[src/rtl/uart_pkg.sv]
// Shared UART definitions: receiver FSM states and baud divider helper.
// Used by uart_rx and the future uart_tx.
package uart_pkg;

    typedef enum logic [1:0] {IDLE, START, DATA, STOP} uart_state_t;

    // System clocks per line bit, integer truncation.
    function automatic int clks_per_bit(input int clock_mhz, input int baud);
        return (clock_mhz * 1_000_000) / baud;
    endfunction

endpackage

[src/rtl/sync_2ff.sv]
// Two-flop synchroniser for asynchronous inputs.
// Ports: clk, rst_n (async low), d (async in), q (synchronised out).
module sync_2ff #(
    parameter int               WIDTH   = 1,
    parameter logic [WIDTH-1:0] RST_VAL = '1
) (
    input  logic             clk,
    input  logic             rst_n,
    input  logic [WIDTH-1:0] d,
    output logic [WIDTH-1:0] q
);

    logic [WIDTH-1:0] meta_q;
    logic [WIDTH-1:0] sync_q;

    always_ff @(posedge clk or negedge rst_n) begin
        if (!rst_n) begin
            meta_q <= RST_VAL;
            sync_q <= RST_VAL;
        end else begin
            meta_q <= d;
            sync_q <= meta_q;
        end
    end

    assign q = sync_q;

endmodule

[src/rtl/uart_rx.sv]
// UART receiver: 8N1, 3-tap majority at bit centres, one-entry holding reg.
// Ports: clk, rst_n, rx (async line), rx_data/rx_valid/rx_ready handshake,
//        frame_err/overrun sticky flags, err_clr clears both flags.
module uart_rx
    import uart_pkg::*;
#(
    parameter int Clock = 50,
    parameter int Baud  = 115200
) (
    input  logic       clk,
    input  logic       rst_n,
    input  logic       rx,
    output logic [7:0] rx_data,
    output logic       rx_valid,
    input  logic       rx_ready,
    output logic       frame_err,
    output logic       overrun,
    input  logic       err_clr
);

    localparam int CLKS = clks_per_bit(Clock, Baud);
    localparam int HALF = CLKS / 2;
    localparam int CW   = $clog2(CLKS);

    // START decides on the HALF+1 tap; DATA/STOP restart the counter
    // after each decision, so their centre taps end at CLKS-1.
    localparam logic [CW-1:0] START_DEC = CW'(HALF + 1);
    localparam logic [CW-1:0] BIT_DEC   = CW'(CLKS - 1);

    logic rxs;

    uart_state_t   state_q, state_d;
    logic [CW-1:0] cnt_q, cnt_d;
    logic [2:0]    idx_q, idx_d;
    logic [7:0]    shift_q, shift_d;
    logic [1:0]    hist_q, hist_d;
    logic          prev_q, prev_d;
    logic [1:0]    live_q, live_d;
    logic          armed_q, armed_d;
    logic [7:0]    data_q, data_d;
    logic          valid_q, valid_d;
    logic          ferr_q, ferr_d;
    logic          ovr_q, ovr_d;

    logic maj;
    logic fall;

    sync_2ff #(
        .WIDTH   (1),
        .RST_VAL (1'b1)
    ) u_sync (
        .clk   (clk),
        .rst_n (rst_n),
        .d     (rx),
        .q     (rxs)
    );

    always_ff @(posedge clk or negedge rst_n) begin
        if (!rst_n) begin
            state_q <= IDLE;
            cnt_q   <= '0;
            idx_q   <= '0;
            shift_q <= '0;
            hist_q  <= 2'b11;
            prev_q  <= 1'b1;
            live_q  <= '0;
            armed_q <= 1'b0;
            data_q  <= '0;
            valid_q <= 1'b0;
            ferr_q  <= 1'b0;
            ovr_q   <= 1'b0;
        end else begin
            state_q <= state_d;
            cnt_q   <= cnt_d;
            idx_q   <= idx_d;
            shift_q <= shift_d;
            hist_q  <= hist_d;
            prev_q  <= prev_d;
            live_q  <= live_d;
            armed_q <= armed_d;
            data_q  <= data_d;
            valid_q <= valid_d;
            ferr_q  <= ferr_d;
            ovr_q   <= ovr_d;
        end
    end

    always_comb begin
        state_d = state_q;
        cnt_d   = cnt_q;
        idx_d   = idx_q;
        shift_d = shift_q;
        data_d  = data_q;
        valid_d = valid_q;
        ferr_d  = ferr_q;
        ovr_d   = ovr_q;

        hist_d = {hist_q[0], rxs};
        prev_d = rxs;
        // The synchroniser shows its reset value for two cycles after
        // release; only arm start detection once a real high is seen,
        // so a line held low across reset is not taken as a start bit.
        live_d  = {live_q[0], 1'b1};
        armed_d = armed_q | (live_q[1] & rxs);

        maj  = (hist_q[1] & hist_q[0]) | (hist_q[1] & rxs) | (hist_q[0] & rxs);
        fall = armed_q & prev_q & ~rxs;

        if (err_clr) begin
            ferr_d = 1'b0;
            ovr_d  = 1'b0;
        end
        if (valid_q && rx_ready) begin
            valid_d = 1'b0;
        end

        case (state_q)
            IDLE: begin
                cnt_d = '0;
                idx_d = '0;
                if (fall) begin
                    state_d = START;
                end
            end
            START: begin
                if (cnt_q == START_DEC) begin
                    cnt_d   = '0;
                    state_d = maj ? IDLE : DATA;
                end else begin
                    cnt_d = cnt_q + CW'(1);
                end
            end
            DATA: begin
                if (cnt_q == BIT_DEC) begin
                    cnt_d   = '0;
                    shift_d = {maj, shift_q[7:1]};
                    idx_d   = idx_q + 3'd1;
                    if (idx_q == 3'd7) begin
                        state_d = STOP;
                    end
                end else begin
                    cnt_d = cnt_q + CW'(1);
                end
            end
            STOP: begin
                if (cnt_q == BIT_DEC) begin
                    cnt_d   = '0;
                    state_d = IDLE;
                    if (!maj) begin
                        ferr_d = 1'b1;
                    end
                    if (!valid_q || rx_ready) begin
                        data_d  = shift_q;
                        valid_d = 1'b1;
                    end else begin
                        ovr_d = 1'b1;
                    end
                end else begin
                    cnt_d = cnt_q + CW'(1);
                end
            end
            default: begin
                state_d = IDLE;
                cnt_d   = '0;
            end
        endcase
    end

    assign rx_data   = data_q;
    assign rx_valid  = valid_q;
    assign frame_err = ferr_q;
    assign overrun   = ovr_q;

endmodule

[config.mk]
export PLATFORM = sky130hd
export DESIGN_NAME = uart_rx
export DESIGN_NICKNAME = d
export VERILOG_FILES = /design/src/rtl/uart_pkg.sv /design/src/rtl/sync_2ff.sv /design/src/rtl/uart_rx.sv
export SDC_FILE = /design/constraint.sdc
export NUM_CORES = 1
export LEC_CHECK = 0
export CORE_MARGIN = 10
export CORE_UTILIZATION = 40
export CTS_CLUSTER_DIAMETER = 100
export CTS_CLUSTER_SIZE = 40
export DETAILED_ROUTE_END_ITERATION = 10
export SYNTH_ARGS = -nofsm -noshare
export SYNTH_HDL_FRONTEND = slang
export SYNTH_HIERARCHICAL = 1
export SYNTH_SLANG_ARGS = --single-unit
[constraint.sdc]
create_clock -name clk -period 2.7 [get_ports clk]
set_input_delay 0.405 -clock clk [delete_from_list [all_inputs] [get_ports clk]]
set_output_delay 0.405 -clock clk [all_outputs]
set_load 0.05 [all_outputs]
==> results of run 1 <==
through the flow:
stage	setup WS, ns	power [W]	hold slack, ns
after detailed placement	0.383	0.000955	0.346
after CTS	0.359	0.00148	0.261
after global placement	0.460	0.000945	0.334
final	0.369	0.00145	0.216
after global routing	0.238	0.00155	0.295
after floorplan	0.648	0.000901	0.109
power by group through the flow:
stage          registers (W)  clock network (W)  logic, W
3_5_place_dp        0.000766                  0  0.000189
2_1_floorplan       0.000705                  0  0.000196
5_1_grt             0.000772           0.000564  0.000217
4_1_cts             0.000755           0.000531  0.000190
3_3_place_gp        0.000761                  0  0.000184
6_report            0.000754           0.000512  0.000184
synthesized netlist by cell type (all sizes together) (3+ instances only):
library cell  instances
nand2b                4
dfrtp                36
dfstp                 4
ha                    5
nand3                10
xor2                  4
xnor2                 3
nor2                 11
mux2                 16
nand2                 8
a21oi                 3
inv                   5
state kept, by name, summed over array words and instances (netlist names), named ones only:
| signal | cells |
|---|---|
| hist_q | 2 |
| u_sync/q | 1 |
| state_q | 1 |
| armed_q | 1 |
| rx_data | 8 |
| cnt_q | 9 |
| shift_q | 8 |
| rx_valid | 1 |
| overrun | 1 |
| idx_q | 3 |
| live_q | 2 |
| frame_err | 1 |
| u_sync/meta_q | 1 |
cells by family (layout without fill, tap and decap cells):
kind of cell,count (synthesis),after routing,share of synthesized area
AOI/OAI and AO/OA,11,11,0.0460
muxes,16,16,0.107
DFF,40,40,0.597
adders and majority gates,6,6,0.0431
buffers and inverters,9,28,0.0245
and+or+nand+nor,44,44,0.144
xor gates and xnor gates,7,7,0.0364
other,1,1,0.00223
layout by cell type, fill, tap and decap left out, types with 2 or more instances in the layout:
cell,netlist,layout
sky130_fd_sc_hd__nand3_1,10,10
sky130_fd_sc_hd__inv_1,5,5
sky130_fd_sc_hd__xnor2_1,3,3
sky130_fd_sc_hd__clkbuf_8,0,6
sky130_fd_sc_hd__dfrtp_1,36,36
sky130_fd_sc_hd__o211ai_1,2,2
sky130_fd_sc_hd__dfstp_2,4,4
sky130_fd_sc_hd__a21o_1,2,2
sky130_fd_sc_hd__mux2_2,16,16
sky130_fd_sc_hd__nand2_1,8,8
sky130_fd_sc_hd__nor2_1,10,10
sky130_fd_sc_hd__nor4b_1,2,2
sky130_fd_sc_hd__nand2b_1,4,4
sky130_fd_sc_hd__ha_1,5,5
sky130_fd_sc_hd__clkdlybuf4s50_1,0,14
sky130_fd_sc_hd__a21oi_1,2,2
sky130_fd_sc_hd__xor2_1,4,4
sky130_fd_sc_hd__o22ai_1,2,2
sky130_fd_sc_hd__nand4_1,2,2
worst reg2reg max path, cell delays in order, from the launching register on:
cell                      delay, ns
sky130_fd_sc_hd__dfrtp_1       0.42
sky130_fd_sc_hd__inv_1         0.07
sky130_fd_sc_hd__ha_1          0.13
sky130_fd_sc_hd__nand4_1       0.11
sky130_fd_sc_hd__or4_1         0.69
sky130_fd_sc_hd__nor3_4        0.42
sky130_fd_sc_hd__mux2_2        0.39
cell type report:
type	count	area, sq um
fill	366	2040
sequential	40	1010
multi-input combinational	85	638
timing repair buffer	15	145
clock buffer	6	82.6
tap	50	62.6
clock inverter	2	38.8
inverter	5	18.8
how the worst min path moves through the flow:
stage | endpoint | start | depth (start not counted)
3_3_place_gp | live_q[1] | live_q[0] | 0
5_1_grt | overrun | rst_n | 1
4_1_cts | idx_q[2] | rst_n | 1
3_5_place_dp | live_q[1] | live_q[0] | 0
2_1_floorplan | asynchronous set/reset pin | rst_n | 0
6_report | idx_q[2] | rst_n | 1
routing by layer:
layer  GRT usage  routed length (um)  part of all wire
met1       0.110                1340              0.46
met2       0.141                1390              0.48
met3      0.0411                 145             0.050
met4      0.0240                  22            0.0076
met5           0                   0                 0
==> Implementation_results.wiki, run 1 <==
{| class="wikitable"
! Metric !! Value
|-
| Headroom to the max-slew limit || 0.421
|-
| Number of routed nets with antenna violations || 0
|-
| Crit path arrival time || 2.51 ns
|-
| Number of different library cells in the post-synthesis netlist || 33
|-
| Clock sink count || 40
|-
| Synth Net Count || 144
|-
| Peak supply drop || 315 uV
|-
| Clock share of power || 0.353
|-
| Leakage power || 0.902 nW
|-
| Power per unit of standard cell area || 728 mW/mm^2
|-
| Number of buffers inserted by hold repair at cts || 0
|-
| Maximum number of pins on one net before global-route repair || 41
|-
| Max Root-Sink Buffers || 2
|-
| CP top delay family || simple AND/OR/NAND/NOR gates
|-
| Startpoint of the worst setup timing path || cnt_q[1]
|-
| Detailed router's first-iteration violation count || 65
|-
| Kind of start point of the critical path || flop
|-
| Post-synthesis cell area || 0.00169 sq mm
|-
| Sequential share of the synthesized area || 0.597
|-
| Vias in the first global route || 1112
|-
| Layout Cell Area excl Fill || 0.00199 sq mm
|-
| Cell taking the most area after synthesis || sky130_fd_sc_hd__dfrtp_1
|-
| Overflow left after global routing || 0
|-
| Number of primary I/O pins || 16
|-
| Int Pwr || 0.00104 W
|-
| Inserted Diodes || 0
|-
| Final cell count without fillers || 203
|-
| Number of maximum-capacitance constraint violations || 0
|-
| Clock input transition at the sequential cells of the worst setup and hold paths || 0.08 ns
|-
| RSZ-0062 raised after global routing || no
|-
| Timing endpoint of the critical path || shift_q[5]
|-
| Via count || 1045
|-
| Quantity of gates resized following cts || 0
|-
| Routed WL || 2900 um
|-
| Number of setup buffers added after CTS || 0
|-
| First-pass iteration count of the detailed router || 4
|-
| Average wire length per cell after detail routing || 14.3 um
|-
| Part of the power in registers || 0.520
|-
| YS warnings || 6
|-
| Die footprint || 0.00721 sq mm
|-
| Number of placed cells counting well taps || 195
|-
| Class of the most critical setup path || reg2reg
|-
| Class of the tightest hold or removal check || in2async
|-
| Die boundary width || 84.9 um
|-
| Gate power share || 0.127
|-
| Final worst path period need || 2.33 ns
|-
| Layout Utilization || 0.494
|-
| Proportion of netlist area held by the largest area contributor || 0.535
|-
| Final worst-path cycle share || 0.863
|-
| Clock tree from TritonCTS || done
|-
| Max Slew Vio Count || 0
|-
| Reg-to-Reg End || shift_q[5]
|-
| Ys flop type || sky130_fd_sc_hd__dfrtp_1
|-
| # nets final || 162
|-
| Initial antenna violation count || 0
|-
| TritonCTS Buffers || 5
|-
| Placer congestion estimate || 0.789
|-
| Number of remaining DRC errors || 0
|-
| Outcome || finished clean
|-
| Initial cell density of the core || 0.418
|-
| Clk Latency, worst-skew pair || 0.29 ns
|-
| Biggest cell delay along the critical path || 0.69 ns
|-
| Worst setup slack for register-to-register paths || 0.37 ns
|-
| Achievable clock frequency || 429 MHz
|-
| Detailed placement HPWL || 2040 um
|-
| Worst flop-to-flop path startpoint || cnt_q[1]
|-
| Combined global-route utilization of all metal layers || 0.0905
|-
| Buf+Inv Stages, Crit Path || 1
|-
| Required time of the worst setup path || 2.88 ns
|-
| Pin slew with the least headroom to its limit || 0.869 ns
|-
| Syn-to-layout area delta || 18.2%
|-
| Final setup viols || 0
|-
| Number of placement rows || 23
|-
| Number of logic stages on the critical path including buffering || 6
|-
| Worst setup skew after layout || 0.00964 ns
|-
| Count of buffers from port buffering || 15
|-
| CP max FO || 8
|-
| Slowest-stage cell, CP || sky130_fd_sc_hd__or4_1
|-
| Switching power || 0.000412 W
|-
| Area of the placeable core || 0.00403 sq mm
|-
| Final total negative setup slack || 0 ns
|-
| Syn avg cell area || 12.6 sq um
|-
| CTS HTree Levels || 2
|-
| #FFs+latches synth || 40
|-
| Number of synthesized flops with an enable pin || 0
|-
| Global-route wire length before repair || 5420 um
|-
| Main area contributors after synthesis || sky130_fd_sc_hd__dfrtp_1, sky130_fd_sc_hd__mux2_2, sky130_fd_sc_hd__dfstp_2
|-
| Proportion of register bits with asynchronous set or reset after synthesis || 1.00
|-
| Hold Vio Cnt, Final || 0
|-
| Y dimension of the die || 84.9 um
|-
| Switching share of power || 0.284
|-
| Vias per inst || 5.15
|-
| Critical Path, Cell by Cell || inv_1, ha_1, nand4_1, or4_1, nor3_4, mux2_2
|-
| Synth Instances || 134
|-
| Share of cells above drive strength 1 || 0.209
|-
| Root Buffer Master || sky130_fd_sc_hd__clkbuf_8
|-
| Type of destination of the critical path || flop
|-
| R2r worst-path depth || 6
|-
| Placed inst area || 0.00187 sq mm
|}
Power figures use the tool's default switching activity.
==> inputs of run 2 (changes only) <==
--- a/config.mk
+++ b/config.mk
@@ -10,6 +10,7 @@
 export CTS_CLUSTER_DIAMETER = 100
 export CTS_CLUSTER_SIZE = 40
 export DETAILED_ROUTE_END_ITERATION = 10
+export PLACE_DENSITY_LB_ADDON = 0.08
 export SYNTH_ARGS = -nofsm -noshare
 export SYNTH_HDL_FRONTEND = slang
 export SYNTH_HIERARCHICAL = 1
==> run 2 against run 1 <==
Clock-buffer cell count is the same. Critical path type unchanged. Fmax rose by 0.11%. Wire length decreased by 0.55%. Sequential share of layout area stayed put. Via count decreased by 0.77%. Flip-flop and latch count unchanged. Die area unchanged. Final cell count is the same. Setup slack better by 0.0026 ns.
==> Implementation_results.wiki, run 2 (synthesis results as in run 1) <==
{| class="wikitable"
! Metric !! Value
|-
| Quantity of gates resized following cts || 0
|-
| TritonCTS Buffers || 5
|-
| Leading cell type in the layout, fill and taps excluded || sky130_fd_sc_hd__dfrtp_1
|-
| Number of buffers inserted by hold repair at cts || 0
|-
| Uppermost routed layer || met4
|-
| Pin slew with the least headroom to its limit || 0.861 ns
|-
| Pre-CTS setup slack || 0.368 ns
|-
| Int Pwr || 0.00104 W
|-
| Number of routed nets with antenna violations || 0
|-
| Root Buffer Master || sky130_fd_sc_hd__clkbuf_8
|-
| Max Slew Vio Count || 0
|-
| Crit path arrival time || 2.50 ns
|-
| Peak supply drop || 421 uV
|-
| Power per unit of standard cell area || 731 mW/mm^2
|-
| Y dimension of the die || 84.9 um
|-
| Area used by sequential logic in the layout || 0.00101 sq mm
|-
| Die boundary width || 84.9 um
|-
| Number of remaining DRC errors || 0
|-
| Worst setup skew after layout || 0.00626 ns
|-
| Routed met3 length || 149 um
|-
| Headroom to the max-slew limit || 0.426
|-
| Number of placement rows || 23
|-
| Number of setup buffers added after CTS || 0
|-
| Number of maximum-capacitance constraint violations || 0
|-
| Initial cell density of the core || 0.418
|-
| Setup WS post-layout || 0.372 ns
|-
| Type of destination of the critical path || flop
|-
| Biggest cell delay along the critical path || 0.69 ns
|-
| Clock tree from TritonCTS || done
|-
| Syn-to-layout area delta || 18.2%
|-
| Die footprint || 0.00721 sq mm
|-
| Clk Latency, worst-skew pair || 0.29 ns
|-
| Switching share of power || 0.287
|-
| Achievable clock frequency || 430 MHz
|-
| Final worst-path cycle share || 0.862
|-
| Clock input transition at the sequential cells of the worst setup and hold paths || 0.08 ns
|-
| Leakage power || 0.902 nW
|-
| Area of the placeable core || 0.00403 sq mm
|-
| Kind of start point of the critical path || flop
|-
| Average wire length per cell after detail routing || 14.2 um
|-
| Clock sink count || 40
|-
| Vias in the first global route || 1076
|-
| Global-route wire length before repair || 5330 um
|-
| Maximum number of pins on one net before global-route repair || 41
|-
| Combined global-route utilization of all metal layers || 0.0889
|-
| Class of the most critical setup path || reg2reg
|-
| Slowest-stage cell, CP || sky130_fd_sc_hd__or4_1
|-
| # nets final || 162
|-
| CP top delay family || simple AND/OR/NAND/NOR gates
|-
| Inserted Diodes || 0
|-
| Critical Path, Cell by Cell || inv_1, ha_1, nand4_1, or4_1, nor3_4, mux2_2
|-
| CP max FO || 8
|-
| Layout filler cell count || 363
|-
| Buf+Inv Stages, Crit Path || 1
|-
| Max Root-Sink Buffers || 2
|-
| Outcome || finished clean
|-
| Share of cells above drive strength 1 || 0.209
|-
| RSZ-0062 raised after global routing || no
|-
| Clock share of power || 0.352
|-
| Number of primary I/O pins || 16
|-
| CTS HTree Levels || 2
|-
| Placer congestion estimate || 0.746
|-
| Register ranked first by flip-flop count || cnt_q
|-
| Class of the tightest hold or removal check || in2async
|-
| Part of the power in registers || 0.519
|-
| Hold Vio Cnt, Final || 0
|-
| Final setup viols || 0
|-
| Routed length on met2 || 1270 um
|-
| Detailed router's first-iteration violation count || 54
|-
| Final total negative setup slack || 0 ns
|-
| Initial antenna violation count || 0
|-
| Routed WL || 2890 um
|-
| Count of buffers from port buffering || 15
|-
| Vias per inst || 5.11
|-
| Max reg flops || 9
|-
| Final worst path period need || 2.33 ns
|-
| Commonest cells after routing, fill and taps aside || sky130_fd_sc_hd__dfrtp_1, sky130_fd_sc_hd__mux2_2, sky130_fd_sc_hd__clkdlybuf4s50_1, sky130_fd_sc_hd__nand3_1, sky130_fd_sc_hd__nor2_1
|-
| Detailed placement HPWL || 1980 um
|-
| Switching power || 0.000418 W
|-
| First-pass iteration count of the detailed router || 5
|-
| Via count || 1037
|-
| Required time of the worst setup path || 2.88 ns
|-
| Gate power share || 0.128
|-
| Met1 wire length || 1450 um
|-
| Area of the multi-input gates || 638 sq um
|-
| Overflow left after global routing || 0
|}
[run 2: routing by layer]
metal	global-route usage	vias to the layer above
met5	0	-
li1	-	500
met1	0.116	512
met4	0.0314	0
met2	0.126	23
met3	0.0392	2
[run 2: final cells by class]
class | instances | area share
flip-flops and latches | 40 | 0.505
multi-input cells | 85 | 0.320
repair buffers | 15 | 0.0729
clock buffers | 6 | 0.0415
well taps | 50 | 0.0314
clock inverters | 2 | 0.0195
inverters | 5 | 0.00942
[run 2: path summary, 6_finish.rpt]
kind / slack [ns] / to / cells past startpoint / start
worst max register to register: 0.37 / shift_q[5] / 6 / cnt_q[1]
worst min-delay path: 0.22 / idx_q[0] / 1 / rst_n
min in group clk: 0.35 / live_q[1] / 0 / live_q[0]
max in group asynchronous: 1.94 / armed_q / 1 / rst_n
worst max-delay path: 0.37 / shift_q[5] / 6 / cnt_q[1]
worst min register to register: 0.35 / live_q[1] / 0 / live_q[0]
[run 2: stage by stage]
step,cells,hold slack (ns),total power [W],util,area [sq um]
after floorplan,134,0.109,0.000901,-,1690
after CTS,203,0.256,0.00148,0.494,1990
after detailed placement,195,0.337,0.000959,0.464,1870
after global routing,203,0.298,0.00155,0.494,1990
final,203,0.224,0.00146,0.494,1990
after global placement,195,0.336,0.000949,0.464,1870
[run 2: worst register-to-register path, stage by stage (launching register included)]
cell                      delay (ns)
sky130_fd_sc_hd__dfrtp_1        0.42
sky130_fd_sc_hd__inv_1          0.07
sky130_fd_sc_hd__ha_1           0.13
sky130_fd_sc_hd__nand4_1        0.11
sky130_fd_sc_hd__or4_1          0.69
sky130_fd_sc_hd__nor3_4         0.42
sky130_fd_sc_hd__mux2_2         0.40
[run 2: power groups by stage]
stage	registers, W	clock network (W)	logic [W]
after floorplan	0.000705	0	0.000196
after global placement	0.000762	0	0.000187
after detailed placement	0.000767	0	0.000192
after CTS	0.000757	0.000526	0.000193
after global routing	0.000772	0.000557	0.000222
final	0.000756	0.000513	0.000187
